===== src/rtl/csi_rx_ctrl_pkg.sv =====
// csi_rx_ctrl_pkg: shared encodings for the CSI-2 RX link controller.
// State and fault codes match the STATE / ERR_CODE register values.
package csi_rx_ctrl_pkg;

  localparam int CNT_W = 16;

  typedef enum logic [2:0] {
    ST_IDLE  = 3'd0,
    ST_RESET = 3'd1,
    ST_SEEK  = 3'd2,
    ST_TRAIN = 3'd3,
    ST_LOCK  = 3'd4,
    ST_FAIL  = 3'd5
  } state_t;

  typedef enum logic [2:0] {
    ERR_NONE = 3'd0,
    ERR_GEOM = 3'd1,
    ERR_SLIP = 3'd2,
    ERR_NOFE = 3'd3,
    ERR_NOFS = 3'd4,
    ERR_TMO  = 3'd5
  } err_t;

  typedef struct packed {
    logic [CNT_W-1:0] d0;
    logic [CNT_W-1:0] d1;
  } lane_ofs_t;

  function automatic logic [3:0] sat_inc4(
    input logic [3:0] v
  );
    return (v == 4'hF) ? v : v + 4'd1;
  endfunction

endpackage


===== src/rtl/csi_rx_watchdog.sv =====
// csi_rx_watchdog: cycle counter that flags TIMEOUT cycles
// without a clear; expire is high while the count sits at TIMEOUT-1.
module csi_rx_watchdog
  import csi_rx_ctrl_pkg::*;
#(
  parameter logic [23:0] TIMEOUT = 24'd1_000_000
) (
  input  logic clk,
  input  logic rst,
  input  logic clr,
  output logic expire
);

  localparam logic [23:0] LAST = TIMEOUT - 24'd1;

  logic [23:0] cnt_q;
  logic [23:0] cnt_d;

  assign expire = (cnt_q == LAST);

  always_comb begin
    cnt_d = cnt_q + 24'd1;
    if (clr || expire) begin
      cnt_d = '0;
    end
  end

  always_ff @(posedge clk) begin
    if (rst) begin
      cnt_q <= '0;
    end else begin
      cnt_q <= cnt_d;
    end
  end

endmodule


===== src/rtl/csi_rx_link_ctrl.sv =====
// csi_rx_link_ctrl: sequences the CSI-2 word aligner through reset,
// training and lock, and forces a re-align with retry accounting on faults.
module csi_rx_link_ctrl
  import csi_rx_ctrl_pkg::*;
#(
  parameter int unsigned RST_HOLD    = 8,
  parameter logic [23:0] TIMEOUT     = 24'd1_000_000,
  parameter int unsigned LOCK_FRAMES = 2,
  parameter int unsigned MAX_RETRY   = 7
) (
  input  logic              CLK,
  input  logic              RST,
  input  logic              ENABLE,
  input  logic [CNT_W-1:0]  EXP_LINES,
  input  logic [CNT_W-1:0]  EXP_PIXELS,
  input  logic              DETECT,
  input  logic [CNT_W-1:0]  DET_D0,
  input  logic [CNT_W-1:0]  DET_D1,
  input  logic              FS,
  input  logic              FE,
  input  logic [CNT_W-1:0]  PIXEL_NUM,
  input  logic [CNT_W-1:0]  LINE_NUM,
  output logic              ALIGN_RST_N,
  output logic              LOCKED,
  output logic              CAPTURE_EN,
  output logic              FRAME_ERR,
  output logic [2:0]        ERR_CODE,
  output logic [2:0]        STATE,
  output logic [3:0]        RETRY_CNT,
  output logic [CNT_W-1:0]  FRAME_CNT
);

  localparam logic [15:0] HOLD_LAST = 16'(RST_HOLD - 1);
  localparam logic [3:0]  LOCK_N    = 4'(LOCK_FRAMES);
  localparam logic [3:0]  RETRY_MAX = 4'(MAX_RETRY);

  state_t           state_q, state_d;
  logic [15:0]      hold_q, hold_d;
  logic [3:0]       good_q, good_d;
  logic             in_frame_q, in_frame_d;
  lane_ofs_t        ref_q, ref_d;
  logic [3:0]       retry_q, retry_d;
  logic [CNT_W-1:0] frame_cnt_q, frame_cnt_d;
  err_t             err_q, err_d;
  logic             frame_err_q, frame_err_d;
  logic             align_rst_n_q, align_rst_n_d;
  logic             locked_q, locked_d;
  logic             cap_q, cap_d;

  logic      active;
  logic      tracking;
  logic      geom_ok;
  logic      fe_ok;
  logic      fault;
  err_t      fault_code;
  lane_ofs_t det_now;
  logic      wd_clr;
  logic      wd_expire;

  assign active   = ENABLE &&
                    (state_q inside {ST_SEEK, ST_TRAIN, ST_LOCK});
  assign tracking = ENABLE &&
                    (state_q inside {ST_TRAIN, ST_LOCK});
  assign det_now  = '{d0: DET_D0, d1: DET_D1};
  assign fe_ok    = FE && in_frame_q;
  assign geom_ok  =
    ((EXP_LINES == '0) || (LINE_NUM == EXP_LINES)) &&
    ((EXP_PIXELS == '0) || (PIXEL_NUM == EXP_PIXELS));

  // Any frame event or state change restarts the inactivity window.
  assign wd_clr = FS | FE | (state_d != state_q) | !active;

  csi_rx_watchdog #(
    .TIMEOUT (TIMEOUT)
  ) u_wdog (
    .clk    (CLK),
    .rst    (RST),
    .clr    (wd_clr),
    .expire (wd_expire)
  );

  // Fault arbitration: the first matching cause wins.
  always_comb begin
    fault      = 1'b0;
    fault_code = ERR_NONE;
    if (tracking && fe_ok && !geom_ok) begin
      fault      = 1'b1;
      fault_code = ERR_GEOM;
    end else if (tracking && DETECT && (det_now != ref_q)) begin
      fault      = 1'b1;
      fault_code = ERR_SLIP;
    end else if (tracking && FS && in_frame_q && !FE) begin
      fault      = 1'b1;
      fault_code = ERR_NOFE;
    end else if (tracking && FE && !in_frame_q) begin
      fault      = 1'b1;
      fault_code = ERR_NOFS;
    end else if (active && wd_expire) begin
      fault      = 1'b1;
      fault_code = ERR_TMO;
    end
  end

  always_comb begin
    state_d     = state_q;
    hold_d      = '0;
    good_d      = good_q;
    in_frame_d  = in_frame_q;
    ref_d       = ref_q;
    retry_d     = retry_q;
    frame_cnt_d = frame_cnt_q;
    if (!ENABLE) begin
      state_d     = ST_IDLE;
      good_d      = '0;
      in_frame_d  = 1'b0;
      retry_d     = '0;
      frame_cnt_d = '0;
    end else if (fault) begin
      retry_d    = sat_inc4(retry_q);
      in_frame_d = 1'b0;
      state_d    = (retry_d >= RETRY_MAX) ? ST_FAIL : ST_RESET;
    end else begin
      unique case (state_q)
        ST_IDLE: state_d = ST_RESET;
        ST_RESET: begin
          good_d     = '0;
          in_frame_d = 1'b0;
          if (hold_q == HOLD_LAST) begin
            state_d = ST_SEEK;
          end else begin
            hold_d = hold_q + 16'd1;
          end
        end
        ST_SEEK: begin
          if (FS) begin
            in_frame_d = 1'b1;
            ref_d      = det_now;
            state_d    = ST_TRAIN;
          end
        end
        ST_TRAIN: begin
          // A valid FE closes the frame; a same-cycle FS reopens one.
          if (fe_ok) begin
            good_d     = good_q + 4'd1;
            in_frame_d = FS;
            if (good_d >= LOCK_N) begin
              state_d = ST_LOCK;
            end
          end else if (FS) begin
            in_frame_d = 1'b1;
          end
        end
        ST_LOCK: begin
          if (fe_ok) begin
            frame_cnt_d = frame_cnt_q + 1'b1;
            in_frame_d  = FS;
          end else if (FS) begin
            in_frame_d = 1'b1;
          end
        end
        ST_FAIL: state_d = ST_FAIL;
        default: state_d = ST_IDLE;
      endcase
    end
  end

  always_comb begin
    align_rst_n_d =
      state_d inside {ST_SEEK, ST_TRAIN, ST_LOCK};
    locked_d    = (state_d == ST_LOCK);
    cap_d       = locked_d && in_frame_d;
    frame_err_d = fault;
    err_d       = fault ? fault_code : err_q;
  end

  always_ff @(posedge CLK) begin
    if (RST) begin
      state_q       <= ST_IDLE;
      hold_q        <= '0;
      good_q        <= '0;
      in_frame_q    <= 1'b0;
      ref_q         <= '0;
      retry_q       <= '0;
      frame_cnt_q   <= '0;
      err_q         <= ERR_NONE;
      frame_err_q   <= 1'b0;
      align_rst_n_q <= 1'b0;
      locked_q      <= 1'b0;
      cap_q         <= 1'b0;
    end else begin
      state_q       <= state_d;
      hold_q        <= hold_d;
      good_q        <= good_d;
      in_frame_q    <= in_frame_d;
      ref_q         <= ref_d;
      retry_q       <= retry_d;
      frame_cnt_q   <= frame_cnt_d;
      err_q         <= err_d;
      frame_err_q   <= frame_err_d;
      align_rst_n_q <= align_rst_n_d;
      locked_q      <= locked_d;
      cap_q         <= cap_d;
    end
  end

  assign STATE       = state_q;
  assign ALIGN_RST_N = align_rst_n_q;
  assign LOCKED      = locked_q;
  assign CAPTURE_EN  = cap_q;
  assign FRAME_ERR   = frame_err_q;
  assign ERR_CODE    = err_q;
  assign RETRY_CNT   = retry_q;
  assign FRAME_CNT   = frame_cnt_q;

endmodule


===== config.mk =====
export PLATFORM = sky130hd
export DESIGN_NAME = csi_rx_link_ctrl
export DESIGN_NICKNAME = d
export VERILOG_FILES = /design/src/rtl/csi_rx_ctrl_pkg.sv /design/src/rtl/csi_rx_watchdog.sv /design/src/rtl/csi_rx_link_ctrl.sv
export SDC_FILE = /design/constraint.sdc
export NUM_CORES = 1
export LEC_CHECK = 0
export BUFFER_PORTS_ARGS = -buffer_cell sky130_fd_sc_hd__buf_2
export CELL_PAD_IN_SITES_DETAIL_PLACEMENT = 0
export CELL_PAD_IN_SITES_GLOBAL_PLACEMENT = 2
export CORE_AREA = 2 2 120 180
export CTS_CLUSTER_SIZE = 20
export DETAILED_ROUTE_END_ITERATION = 7
export DIE_AREA = 0 0 122 182
export GPL_TIMING_DRIVEN = 0
export PLACE_DENSITY = 0.78
export SLEW_MARGIN = 10
export SYNTH_ARGS = -nofsm -noshare
export SYNTH_HDL_FRONTEND = slang
export SYNTH_SLANG_ARGS = --single-unit

===== constraint.sdc =====
create_clock -name CLK -period 2.35 [get_ports CLK]
set_clock_uncertainty 0.15 [all_clocks]
set_input_delay 0.3525 -clock CLK [delete_from_list [all_inputs] [get_ports CLK]]
set_output_delay 0.3525 -clock CLK [all_outputs]
set_load 0.01 [all_outputs]

==> impl_metrics.tcl <==
set metrics [dict create \
    hold_depth 3 \
    detail_route.first_pass.iterations 4 \
    timing.hold.worst.class "input pin to flip-flop" \
    num_rows 65 \
    critPathSlowestCell "dfxtp_2" \
    utilization_pct 39.9 \
    grt_first_pass_wirelength_mm 26.4 \
    synth.yosys.warnings 0 \
    grt_start_max_net_pins 19 \
    die-width_um 122 \
    finalCritPeriodShare_pct 113 \
    vias 5263 \
    worstSetupEndpointType "flip-flop" \
    cts_tree "built" \
    ys_seq_area_share_pct 36.5 \
    h_tree_level_count 3 \
    numClockSinks 107 \
    power.total_mw 3.59 \
    reg2reg_from "ref_q[3]" \
    clkLatencyLatePin_ns 0.36 \
    ioPinCount 132 \
    most_frequent_cell_after_synthesis "dfxtp_1" \
    ys_seq_elements 107 \
    floorplan.initialDensity_pct 28.3 \
    sort_of_element_at_the_start_of_the_critical_path "flip-flop" \
    number_of_antenna_violations_at_the_first_check_in_global_routing 0 \
    synth_edf_count 0 \
    max_cap_violations 0 \
    static-leakage-power_nw 3.06 \
    slew_headroom_pct 55.0 \
    first_global_vias 5274 \
    final_nets 955 \
    worst_hold_startpoint "DET_D0[12]" \
    setup_ws_ns -0.306 \
    detail_route.vias_per_cell 4.70 \
    die_height_um 182 \
    place.gp.congestion 0.744 \
    post_drt_wl_per_cell_um 15.1 \
    synth.cells.most_frequent "dfxtp_1 (107), xor2_1 (85), nand2b_1 (70), nor2_1 (54), nand2_1 (41)" \
    drt-initial-drc-count 166 \
    worstReg2RegEnd "FRAME_CNT[4]" \
    report.final.setup_viol 88 \
    maxSlewViolCount 0 \
    yosysTopAreaCell "dfxtp_1" \
    drt_wl_total_mm 16.9 \
    hold_violations 0 \
    synthesized_area_mm2 0.00587 \
    fraction_of_synthesis_flops_using_an_asynchronous_set_or_reset_pin_pct 0 \
    layout-area-overhead-vs-synth_pct 41.1 \
    critical_path.max_fanout 7 \
    cts.clk_slew.worst_paths_ns 0.08 \
    worst-endpoint-arrival_ns 2.71 \
    layout-drive-gt1-share_pct 34.3 \
    cts.root.buffer_cell "clkbuf_16" \
    run_status "complete, but fails checks" \
    synth-main-ff-cell "dfxtp_1" \
    place.detailed.hpwl_mm 12.2 \
    cts_max_path_buffers 2 \
    syn_inst 668 \
    reg2reg_slack_ns -0.31 \
    portBuffers 131 \
    die_area_mm2 0.0222 \
    synth.top_cell.area_share_pct 36.5 \
    setup_tns_ns -16.76 \
    finish.instance_area_mm2 0.00828 \
    synth.net_count 776 \
    worst_hold_path.endpoint "ref_q[28]" \
    finalCriticalPeriod_ns 2.66 \
    timing.reg2reg.worst_path_depth 10 \
    synth_cell_types 68 \
    worstPathCellList "xor2_2 -> nor4_2 -> nand4_1 -> o21ai_2 -> a21oi_4 -> or2_4 -> buf_8 -> buf_12 -> o41ai_4 -> a21oi_1" \
    detailed_place.area_mm2 0.00689 \
    clock.fmax_mhz 377 \
    grt_usage_pct 15.0 \
    grt_setup_unrepaired "yes" \
    number_of_remaining_drc_errors 0 \
    core-area_mm2 0.0207 \
    n_antenna_cell 0 \
    grt.overflow.total 0 \
    failed_checks "setup timing" \
    required_time_of_the_critical_path_ns 2.41 \
    top_cells_by_area_in_the_synthesized_netlist "dfxtp_1 (37%), xor2_1 (13%), nand2b_1 (7.5%)" \
    setup.worst_path.class "flip-flop to flip-flop" \
    p_per_area_mw_per_mm2 434 \
    worst_ir_drop_vdd_uv 257 \
    avgSynthCellArea_um2 8.78 \
    delay_contributed_by_the_slowest_stage_of_the_critical_path_ns 0.34 \
    postRouteAntennaNets 0 \
    cts-buffers-inserted 9 \
    max_slew.worst_pin.slew_ns 0.674 \
]
worst max path at each step:
stage                        startpoint          endpoint  slack, ns  cells past startpoint
after detailed placement     DET_D0[13]      FRAME_CNT[7]      -0.79                      9
after CTS                      ref_q[3]      FRAME_CNT[4]      -0.34                     10
final                          ref_q[3]      FRAME_CNT[4]      -0.31                     10
after global routing           ref_q[3]      FRAME_CNT[4]      -0.39                     10
after floorplan           EXP_PIXELS[9]         ref_q[10]      -0.04                      9
after global placement       DET_D0[13]  u_wdog.cnt_q[13]      -0.74                     10
cells in the final DEF, fill, tap and decap left out, types with 4 or more instances in the layout:
cell and count:
buf_2 131, dfxtp_1 99, xor2_1 83, nand2b_1 68, nand2_1 38, nor2_1 35, mux2i_1 34, a21oi_1 22
nor4_1 22, nand3_1 20, clkbuf_1 15, buf_4 15, inv_1 14, nand4_1 14, xnor2_1 13, clkbuf_16 13
or3_1 11, o21ai_0 11, nor2_4 11, buf_6 11, and3_1 9, buf_12 9, nor2_2 9, dfxtp_2 7
and2_1 6, nor4_2 6, nor3_1 5, nand3b_1 5, o21ai_1 5, buf_8 5, ha_1 5, nor3_4 4
metrics by stage:
stage	std cells	setup slack (ns)	hold slack, ns
5_1_grt	1119	-0.390	0.107
4_1_cts	1104	-0.339	0.105
6_report	1119	-0.306	0.114
3_5_place_dp	1067	-0.789	0.296
3_3_place_gp	1067	-0.738	0.285
2_1_floorplan	668	-0.0359	0.268
flip-flops by register name (all words and copies together) (netlist names):
register and flops:
FRAME_CNT 16, ERR_CODE 3, ref_q 32, LOCKED 1
CAPTURE_EN 1, good_q 4, in_frame_q 1, u_wdog.cnt_q 24
hold_q 16, STATE 3, ALIGN_RST_N 1, RETRY_CNT 4
FRAME_ERR 1
power by group:
part           total, mW  switching, mW  internal [mW]  leakage [nW]
registers           1.81       0.000908           1.81         0.866
clock network       1.48          0.746          0.736         0.133
logic              0.294          0.155          0.139          2.07
worst max-delay path, delay by kind of cell, from the launching register on:
kind | cells | cell delay, ns
and+or+nand+nor | 3 | 0.87
AOI/OAI and AO/OA | 4 | 0.68
DFF | 1 | 0.34
buffers and inverters | 2 | 0.30
xor gates and xnor gates | 1 | 0.14
what timing repair did:
action	4_1_cts	5_1_grt
endpoints found under the hold margin	0	0
setup endpoints to repair	89	90
pin swaps	39	40
buffers inserted	18	11
gates cloned	4	4
resized for setup	74	80
hold buffers	0	0
metal layers:
metal	global-route usage, %	part of all wire, %	vias up
met5	0	0	-
met4	4.55	1.7	0
met3	3.42	4.8	13
met2	27.8	53	101
li1	-	-	2694
met1	16.6	40	2455
final cells by class:
class                           instances  area (um^2)
Sequential cell                       107         2150
Fill cell                            2129        12500
Clock inverter                          5         47.5
Inverter                               14         52.6
Clock buffer                           10          229
Tap cell                              268          335
Buffer                                 23          209
Multi-Input combinational cell        524         4100
Timing Repair Buffer                  168         1150
kinds of logic after synthesis:
group | after synthesis | share of synthesized area [%]
XOR/XNOR | 99 | 14.8
buffers and inverters | 37 | 2.90
adder cells (fa/ha/maj) | 6 | 1.28
multiplexers | 34 | 5.80
flip-flops | 107 | 36.5
AND/OR/NAND/NOR | 307 | 29.4
AO/OA/AOI/OAI | 78 | 9.28
No activity file was read; power rests on OpenSTA's default activity.
